### config.mk
export PLATFORM = sky130hd
export DESIGN_NAME = lift_req_queue_flat
export DESIGN_NICKNAME = d
export VERILOG_FILES = /design/src/rtl/lift_req_queue_if.sv /design/src/rtl/lift_req_queue.sv /design/src/flat_wrapper.sv
export SDC_FILE = /design/constraint.sdc
export NUM_CORES = 1
export LEC_CHECK = 0
export ABC_AREA = 1
export CORE_ASPECT_RATIO = 1.4
export CORE_MARGIN = 1
export CORE_UTILIZATION = 38
export CTS_CLUSTER_SIZE = 10
export DETAILED_ROUTE_END_ITERATION = 10
export GPL_ROUTABILITY_DRIVEN = 1
export GPL_TIMING_DRIVEN = 1
export SLEW_MARGIN = 20
export SYNTH_ARGS = -nofsm -noshare
export SYNTH_HDL_FRONTEND = slang
export SYNTH_SLANG_ARGS = --single-unit
### constraint.sdc
create_clock -name clk -period 2.8 [get_ports clk]
set_input_delay 0.7 -clock clk [delete_from_list [all_inputs] [get_ports clk]]
set_output_delay 0.7 -clock clk [all_outputs]
set_load 0.005 [all_outputs]
### src/rtl/lift_req_queue_if.sv
// rtl/lift_req_queue_if.sv - hall-call queue port bundle: button input, LiftFSM head/pop, lamp and reject status
interface lift_req_queue_if #(
  parameter int AW = 3
);
  logic          btn_valid;
  logic [2:0]    btn_code;
  logic          done;
  logic [2:0]    din;
  logic          qEmpty;
  logic          full;
  logic [AW:0]   count;
  logic [7:0]    pending;
  logic          rej;
  logic [1:0]    rej_why;

  modport master (
    output btn_valid, btn_code, done,
    input  din, qEmpty, full, count, pending, rej, rej_why
  );

  modport slave (
    input  btn_valid, btn_code, done,
    output din, qEmpty, full, count, pending, rej, rej_why
  );
endinterface

### src/rtl/lift_req_queue.sv
// rtl/lift_req_queue.sv - FIFO of hall-call codes with invalid/duplicate/full rejection and call-lamp bitmap
module lift_req_queue #(
  parameter int DEPTH = 8,
  parameter int AW    = 3
) (
  input  logic                clk,
  input  logic                rst_n,
  lift_req_queue_if.slave     q
);

  localparam logic [AW:0] LP_DEPTH = (AW+1)'(DEPTH);

  logic [2:0]    r_mem [DEPTH];
  logic [AW-1:0] r_wr_ptr;
  logic [AW-1:0] r_rd_ptr;
  logic [AW:0]   r_count;
  logic [7:0]    r_pending;
  logic          r_rej;
  logic [1:0]    r_rej_why;

  logic [2:0]    w_head;
  logic          w_pop;
  logic          w_full;
  logic          w_bad;
  logic          w_dup;
  logic [7:0]    w_pend_eff;
  logic [1:0]    w_why;
  logic          w_push;

  // A same-edge pop frees both the head's lamp and a slot before the press is judged.
  always_comb begin
    w_head     = r_mem[r_rd_ptr];
    w_pop      = q.done && (r_count != '0);
    w_full     = (r_count == LP_DEPTH);
    w_pend_eff = r_pending;
    if (w_pop) begin
      w_pend_eff[w_head] = 1'b0;
    end
    w_bad = (q.btn_code == 3'b000) || (q.btn_code == 3'b101);
    w_dup = w_pend_eff[q.btn_code];
    w_why = 2'b00;
    if (q.btn_valid) begin
      if (w_bad) begin
        w_why = 2'b01;
      end else if (w_dup) begin
        w_why = 2'b10;
      end else if (w_full && !w_pop) begin
        w_why = 2'b11;
      end
    end
    w_push = q.btn_valid && (w_why == 2'b00);
  end

  always_ff @(posedge clk) begin
    if (w_push) begin
      r_mem[r_wr_ptr] <= q.btn_code;
    end
  end

  always_ff @(posedge clk) begin
    if (!rst_n) begin
      r_wr_ptr  <= '0;
      r_rd_ptr  <= '0;
      r_count   <= '0;
      r_pending <= 8'h00;
      r_rej     <= 1'b0;
      r_rej_why <= 2'b00;
    end else begin
      if (w_push) begin
        r_wr_ptr <= r_wr_ptr + 1'b1;
      end
      if (w_pop) begin
        r_rd_ptr <= r_rd_ptr + 1'b1;
      end
      case ({w_push, w_pop})
        2'b10:   r_count <= r_count + 1'b1;
        2'b01:   r_count <= r_count - 1'b1;
        default: r_count <= r_count;
      endcase
      r_pending <= w_pend_eff | (w_push ? (8'b1 << q.btn_code) : 8'b0);
      r_rej     <= (w_why != 2'b00);
      r_rej_why <= w_why;
    end
  end

  assign q.din     = (r_count != '0) ? w_head : 3'b000;
  assign q.qEmpty  = (r_count == '0);
  assign q.full    = w_full;
  assign q.count   = r_count;
  assign q.pending = r_pending;
  assign q.rej     = r_rej;
  assign q.rej_why = r_rej_why;

endmodule

### src/flat_wrapper.sv
// flat-port wrapper written by rule: the top's interface ports become plain ports
module lift_req_queue_flat 
#(
  parameter int DEPTH = 8,
  parameter int AW    = 3
)
  (clk, rst_n, q_btn_valid, q_btn_code, q_done, q_din, q_qEmpty, q_full, q_count, q_pending, q_rej, q_rej_why);
  lift_req_queue_if #(.AW(AW)) q_i ();
  input  logic clk;
  input  logic rst_n;
  input wire logic [$bits(q_i.btn_valid)-1:0] q_btn_valid;
  input wire logic [$bits(q_i.btn_code)-1:0] q_btn_code;
  input wire logic [$bits(q_i.done)-1:0] q_done;
  output wire logic [$bits(q_i.din)-1:0] q_din;
  output wire logic [$bits(q_i.qEmpty)-1:0] q_qEmpty;
  output wire logic [$bits(q_i.full)-1:0] q_full;
  output wire logic [$bits(q_i.count)-1:0] q_count;
  output wire logic [$bits(q_i.pending)-1:0] q_pending;
  output wire logic [$bits(q_i.rej)-1:0] q_rej;
  output wire logic [$bits(q_i.rej_why)-1:0] q_rej_why;
  assign q_i.btn_valid = q_btn_valid;
  assign q_i.btn_code = q_btn_code;
  assign q_i.done = q_done;
  assign q_din = q_i.din;
  assign q_qEmpty = q_i.qEmpty;
  assign q_full = q_i.full;
  assign q_count = q_i.count;
  assign q_pending = q_i.pending;
  assign q_rej = q_i.rej;
  assign q_rej_why = q_i.rej_why;
  lift_req_queue #(.DEPTH(DEPTH), .AW(AW)) u_core (.clk(clk), .rst_n(rst_n), .q(q_i));
endmodule
* Yosys cells after proc, flatten, opt, wreduce, memory -nomap -nowiden *
Memories as Yosys holds them, arrays and structs flattened. A register that Yosys moved wholly into a read port is not among the register bits.
Index checks and enable logic that the tools add are counted.

cells by class
  $lt $le $gt $ge = 3
  reduce and logical (&&, ||, !) cells = 12
  shift operators = 1
  equality and inequality tests = 4
  mux-type cells = 16
  add/subtract/negate cells = 4
  bitwise logic cells = 3

operators by type and width
  cell                   number
  $mux W8                2
  $mux W3                3
  $and A8 B8 Y8          1
  $lt A3 B4 Y1 const B   2
  $mux W2                4
  $not A8 Y8             1
  $or A8 B8 Y8           1
  $pmux W4 S2            1
  $shl A1 B3 Y8 const A  1
  $add A3 B1 Y3 const B  2
  $add A4 B1 Y4 const B  1
  $eq A4 B4 Y1 const B   1
  $logic_and A1 B1 Y1    4
  $logic_not A4 Y1       1
  $mux W1                4
  $reduce_bool A2 Y1     2
  $reduce_bool A4 Y1     1
  $sub A4 B1 Y4 const B  1
  $bmux W1 S3            1
  $demux W1 S3           1
  $eq A3 B3 Y1 const B   1
  $ge A3 B1 Y1 const B   1
  $logic_not A3 Y1       1
  $eq A2 B1 Y1 const B   1
  4 further kinds        4

word-level totals
  memories kept = 1
  memory bits (writable) = 24
  register bits = 21

memories
  name          depth  width  rd ports  clocked after memory_dff  write ports  line                  RTL
  u_core.r_mem  8      3      1         1                         1            lift_req_queue.sv:13  logic [2:0] r_mem [DEPTH];

* Logic depth before layout (Yosys ltp) *
  depth after elaboration = 16
  mapped depth = 25
  depth with buffers taken out = 24

* Least setup slack after synthesis *
Ideal clock, no wire load.

  path type = in2reg
  start = input q_done
  end = register u_core.r_count[3] (netlist: u_core.q.count[3])
  data arrival time = 2.888 ns
  required time = 2.681 ns
  path buffers = 0
  path slack = -0.208 ns
  stages = 21
  library setup time = 0.119 ns
  path through = inv_1 nor2_4 inv_2 a21oi_2 nand2_1 nand2_1 nor2_1 nor2_1 nand2_1 nand2_2 nand3_2 ha_1 ha_1 nand2_1 nor2_1 a211oi_1 nor2_1 nor2_1 nand2_1 o21ai_0 a21oi_1

between the ends
  word-level cells in the longest chain between the ends = 11
  elaborated cells on any way between the ends = 16

ends and longest elaborated chain
  element                                                   line                                        RTL
  start, declared                                           flat_wrapper.sv:13                          input wire logic [$bits(q_i.done)-1:0] q_done;
  $logic_and A1 B1 Y1 *                                     lift_req_queue.sv:33                        w_pop = q.done && (r_count != '0);
  $mux W8 or $logic_not A1 Y1 (tied branches)               lift_req_queue.sv:36, lift_req_queue.sv:47
  $bmux W1 S3 or $logic_and A1 B1 Y1 (tied branches)        lift_req_queue.sv:40, lift_req_queue.sv:47
  $mux W1 (implied by the code) or $mux W2 (tied branches)  lift_req_queue.sv:40, lift_req_queue.sv:47
  $mux W2                                                   lift_req_queue.sv:45                        end else if (w_dup) begin
  $mux W2                                                   lift_req_queue.sv:43                        if (w_bad) begin
  $mux W2                                                   lift_req_queue.sv:42                        if (q.btn_valid) begin
  $logic_not A2 Y1                                          lift_req_queue.sv:51                        w_push = q.btn_valid && (w_why == 2'b00);
  $logic_and A1 B1 Y1                                       lift_req_queue.sv:51
  $eq A2 B1 Y1 or $eq A2 B2 Y1 (tied branches)              lift_req_queue.sv:75                        case ({w_push, w_pop})
  $pmux W4 S2 or $reduce_bool A2 Y1 (tied branches)         --
  end signal, assigned                                      lift_req_queue.sv:76                        2'b10: r_count <= r_count + 1'b1;
  end signal, assigned                                      lift_req_queue.sv:77                        2'b01: r_count <= r_count - 1'b1;
  end signal, assigned                                      lift_req_queue.sv:78                        default: r_count <= r_count;
  end, declared                                             lift_req_queue.sv:16                        logic [AW:0] r_count;

Every way passes the cells marked *; elsewhere a longest branch is shown, timed or not. The select of a mux whose other input is x is not followed.
A chain may end at the register's enable or synchronous reset.

==> reports/results.tsv <==
stage	metric	value	unit
routing	post-route ant nets	0	
cts	CTS Buf Count	5	
synthesis	Synth Area in Adders	3.407	%
timing	Final min period	3.007	ns
placement	detailed placement HPWL	4307	um
synthesis	Seq/Total Area, Yosys	49.56	%
synthesis	Seq cells post-synth	48	
synthesis	post-synthesis mux area share	0	%
synthesis	syn_area_per_cell	8.052	sq um
global_routing	busiest grt layer	met2	
final_layout	register area	1209	sq um
setup_path	Worst setup EP type	register	
pwr	Pint	1.754	mW
synthesis	ys async rst share	0	%
synthesis	Main synth FF type	edfxtp_1	
synthesis	Yosys warnings	0	
worst_hold_path	Hold Path Class	register to register	
pwr	Clock power frac	18.8	%
setup_path	Worst path most repeated cell	buf_4	
setup_path	critical path required time	3.05	ns
global_routing	M1 GR Usage	21.34	%
synthesis	largest family of logic cells by synthesized area	simple AND/OR/NAND/NOR gates	
routing	vias post-DR	2234	
placement	dpl ws	-0.6300	ns
setup_path	Data arrival, critical path	3.25	ns
final_layout	multi-input logic area	1196	sq um
synthesis	Synth Instances	301	
outcome	failing checks	negative setup slack	
global_routing	overall routing resource usage	20.17	%
synthesis	mapped cell area	2424	sq um
floorplan	Die Height	96.50	um
timing	setup_tns	-0.3311	ns
pwr	combinational share of power	49.6	%
global_routing	met3 GRT Util	2.490	%
floorplan	die width	69.50	um
synthesis	Syn Nets	314	
cts	Worst-Skew Late Latency	0.31	ns
floorplan	I/O pin cnt	27	
final_layout	area delta synth->final	46.88	%
setup_path	Slowest-stage cell, CP	dfxtp_4	
routing	routed len/inst	13.72	um
cts	clock sinks	48	
routing	Detailed Routing Iterations Pass 1	4	
synthesis	post-synth top area cell	edfxtp_1	
synthesis	post-synth top area share	29.74	%
synthesis	most common cell in the synthesized netlist	nand2_1	
placement	Final Wtd Congestion	0.8475	
floorplan	Die Area	6706	sq um
flow_run	max-cap check violation count	0	
cts	Root Driver	clkbuf_8	
synthesis	Synth Area in Compound Gates	5.163	%
setup_path	Max FO, Critical Path	5	
timing	final worst slack	-0.2067	ns
final_layout	final net count	400	
synthesis	Synth top cells by count	79 x nand2_1, 50 x inv_1, 35 x nor2_1	
pwr	leakage power total	1.612	nW
routing	DRT Wirelength	6311	um
cts	clk slew on worst S/H paths	0.10	ns
timing	slew margin rel.	72.08	%
pwr	sequential share of power	31.7	%
pwr	peak supply drop	0.0005172	V
setup_path	slowest stage delay, CP	0.43	ns
floorplan	# rows	34	
timing	count of pins over their slew limit	0	
global_routing	global-route wire length before repair	10270	um
timing	RSZ-0062 raised after global routing	true	
timing	Final Skew	0.007870	ns
global_routing	GRT Residual Overflow	0	
setup_path	Worst Path Class, Setup	register to register	
setup_path	CP Cell Sequence	buf_6, nand2_1, nand3_2, nand3_2, nand2_2, nor2_2, nand2_2, nand2_2, buf_4, buf_4, buf_4, buf_4, buf_4, buf_4, buf_4, buf_4, buf_4, buf_4, buf_4, buf_4, buf_4, buf_4, a21oi_2	
routing	Initial DRC Count	51	
final_layout	diodes inserted	0	
pwr	Switch Pwr	1.020	mW
global_routing	vias in the first global route	2256	
global_routing	antenna violations before repair	0	
cts	CTS tree	done	
final_layout	share of layout cells above drive strength 1	35.82	%
timing	fmax	332.6	MHz
routing	# DRC	0	
placement	PortBufs	26	
final_layout	fillcell total	538	
setup_path	crit path launch type	register	
floorplan	Initial Util	39.29	%
timing	Final Hold Vio Count	0	
cts	clock tree buffer depth	2	
synthesis	Netlist cell types	28	
global_routing	met2 track demand over resource	39.64	%
synthesis	number of synthesized flops with an enable pin	24	
synthesis	Synth Area in XOR/XNOR	0.7228	%
routing	Vias per Instance	4.857	
timing	worst hold slack	0.4695	ns
cts	H-tree depth	2	
outcome	status	complete, but fails checks	
timing	Worst Max-Slew Pin Slew	0.4184	ns
timing	period utilization	107.4	%
pwr	switch share	36.78	%
floorplan	core area	6168	sq um
timing	Setup violations, final	2	
synthesis	post-synthesis simple-gate area fraction	30.92	%
synthesis	top cells by area, synth	edfxtp_1 30%, dfxtp_1 20%, nand2_1 12%	
global_routing	pin count of the biggest net entering global routing	17	
pwr	P per Cell Area	779.3	nW/um^2
[metrics by stage]
stage          cells  utilization [%]  total power [mW]  cell area [sq um]
2_1_floorplan    301                -             1.466               2474
3_3_place_gp     433            49.98             1.977               3083
3_5_place_dp     433            49.98             1.988               3083
4_1_cts          459            56.13             2.679               3462
5_1_grt          460            57.71             2.968               3560
6_report         460            57.71             2.774               3560
[power by group through the flow]
stage / clock network [mW] / registers (mW) / logic, mW
floorplan: 0 / 0.881 / 0.585
global placement: 0 / 0.870 / 1.11
detailed placement: 0 / 0.871 / 1.12
CTS: 0.529 / 0.876 / 1.27
global route: 0.564 / 0.890 / 1.51
finish: 0.520 / 0.878 / 1.38
[registers in the layout, summed over array words and instances, names as in the netlist, named ones only]
name	count
u_core.r_rd_ptr	3
u_core.q.rej_why	2
u_core.r_mem	24
u_core.q.pending	8
u_core.q.rej	1
u_core.q.count	4
u_core.r_wr_ptr	3
[logic make-up (layout without fill, tap and decap cells)]
kind of cell	count (synthesis)	in the layout
simple gates	162	162
buf+inv	60	147
flops	48	48
compound gates	23	23
fa+ha+maj	6	6
xor+xnor	2	2
[worst paths after layout]
path / end / cells past startpoint / from / slack (ns)
worst max register to register: u_core.q.pending[6] / 23 / register / -0.21
worst max-delay path: u_core.q.pending[6] / 23 / register / -0.21
worst min register to register: register / 2 / u_core.r_rd_ptr[2] / 0.47
worst min-delay path: register / 2 / u_core.r_rd_ptr[2] / 0.47
[cell type report]
type                            count  share of cell area [%]
Timing Repair Buffer               86                   20.81
Inverter                           53                   5.870
Clock inverter                      3                   1.301
Multi-Input combinational cell    193                   33.60
Clock buffer                        5                   1.933
Sequential cell                    48                   33.95
Tap cell                           72                   2.531
[repair_timing]
item	in CTS	in global routing
cloned	1	0
hold buffers	0	0
endpoints found under the hold margin	0	0
pin swaps	24	9
setup buffers	17	1
resized for setup	39	29
endpoints found under the setup margin	2	9
[placed cells by master (no fill, tap or decap), drive strengths merged]
cell           netlist  routed
a211oi               1       1
a21oi               15      15
buf                  6      60
bufinv               0       1
clkbuf               1       5
clkdlybuf4s50        0      23
clkinvlp             0       1
dfxtp               24      24
dlygate4sd2          0       1
dlymetal6s2s         0       2
edfxtp              24      24
fa                   1       1
ha                   5       5
inv                 53      54
nand2               83      83
nand3               28      28
nand4                9       9
nor2                40      40
nor3                 2       2
o21ai                7       7
xnor2                1       1
xor2                 1       1
[layer usage]
| layer | vias up | routed length [um] | share of wire, % |
|---|---|---|---|
| met5 | - | 0 | 0 |
| met4 | 0 | 176 | 2.8 |
| met3 | 14 | 185 | 2.9 |
| met2 | 41 | 3402 | 54 |
| met1 | 1047 | 2546 | 40 |
| li1 | 1132 | - | - |
[worst max-delay path: cells and delay by family (launching register included)]
kind	cells	cell delay [ns]
buffers and inverters	15	1.86
AO/OA/AOI/OAI	1	0.11
AND/OR/NAND/NOR	7	0.53
flip-flops	1	0.43
(Power assumes the default switching activity.)
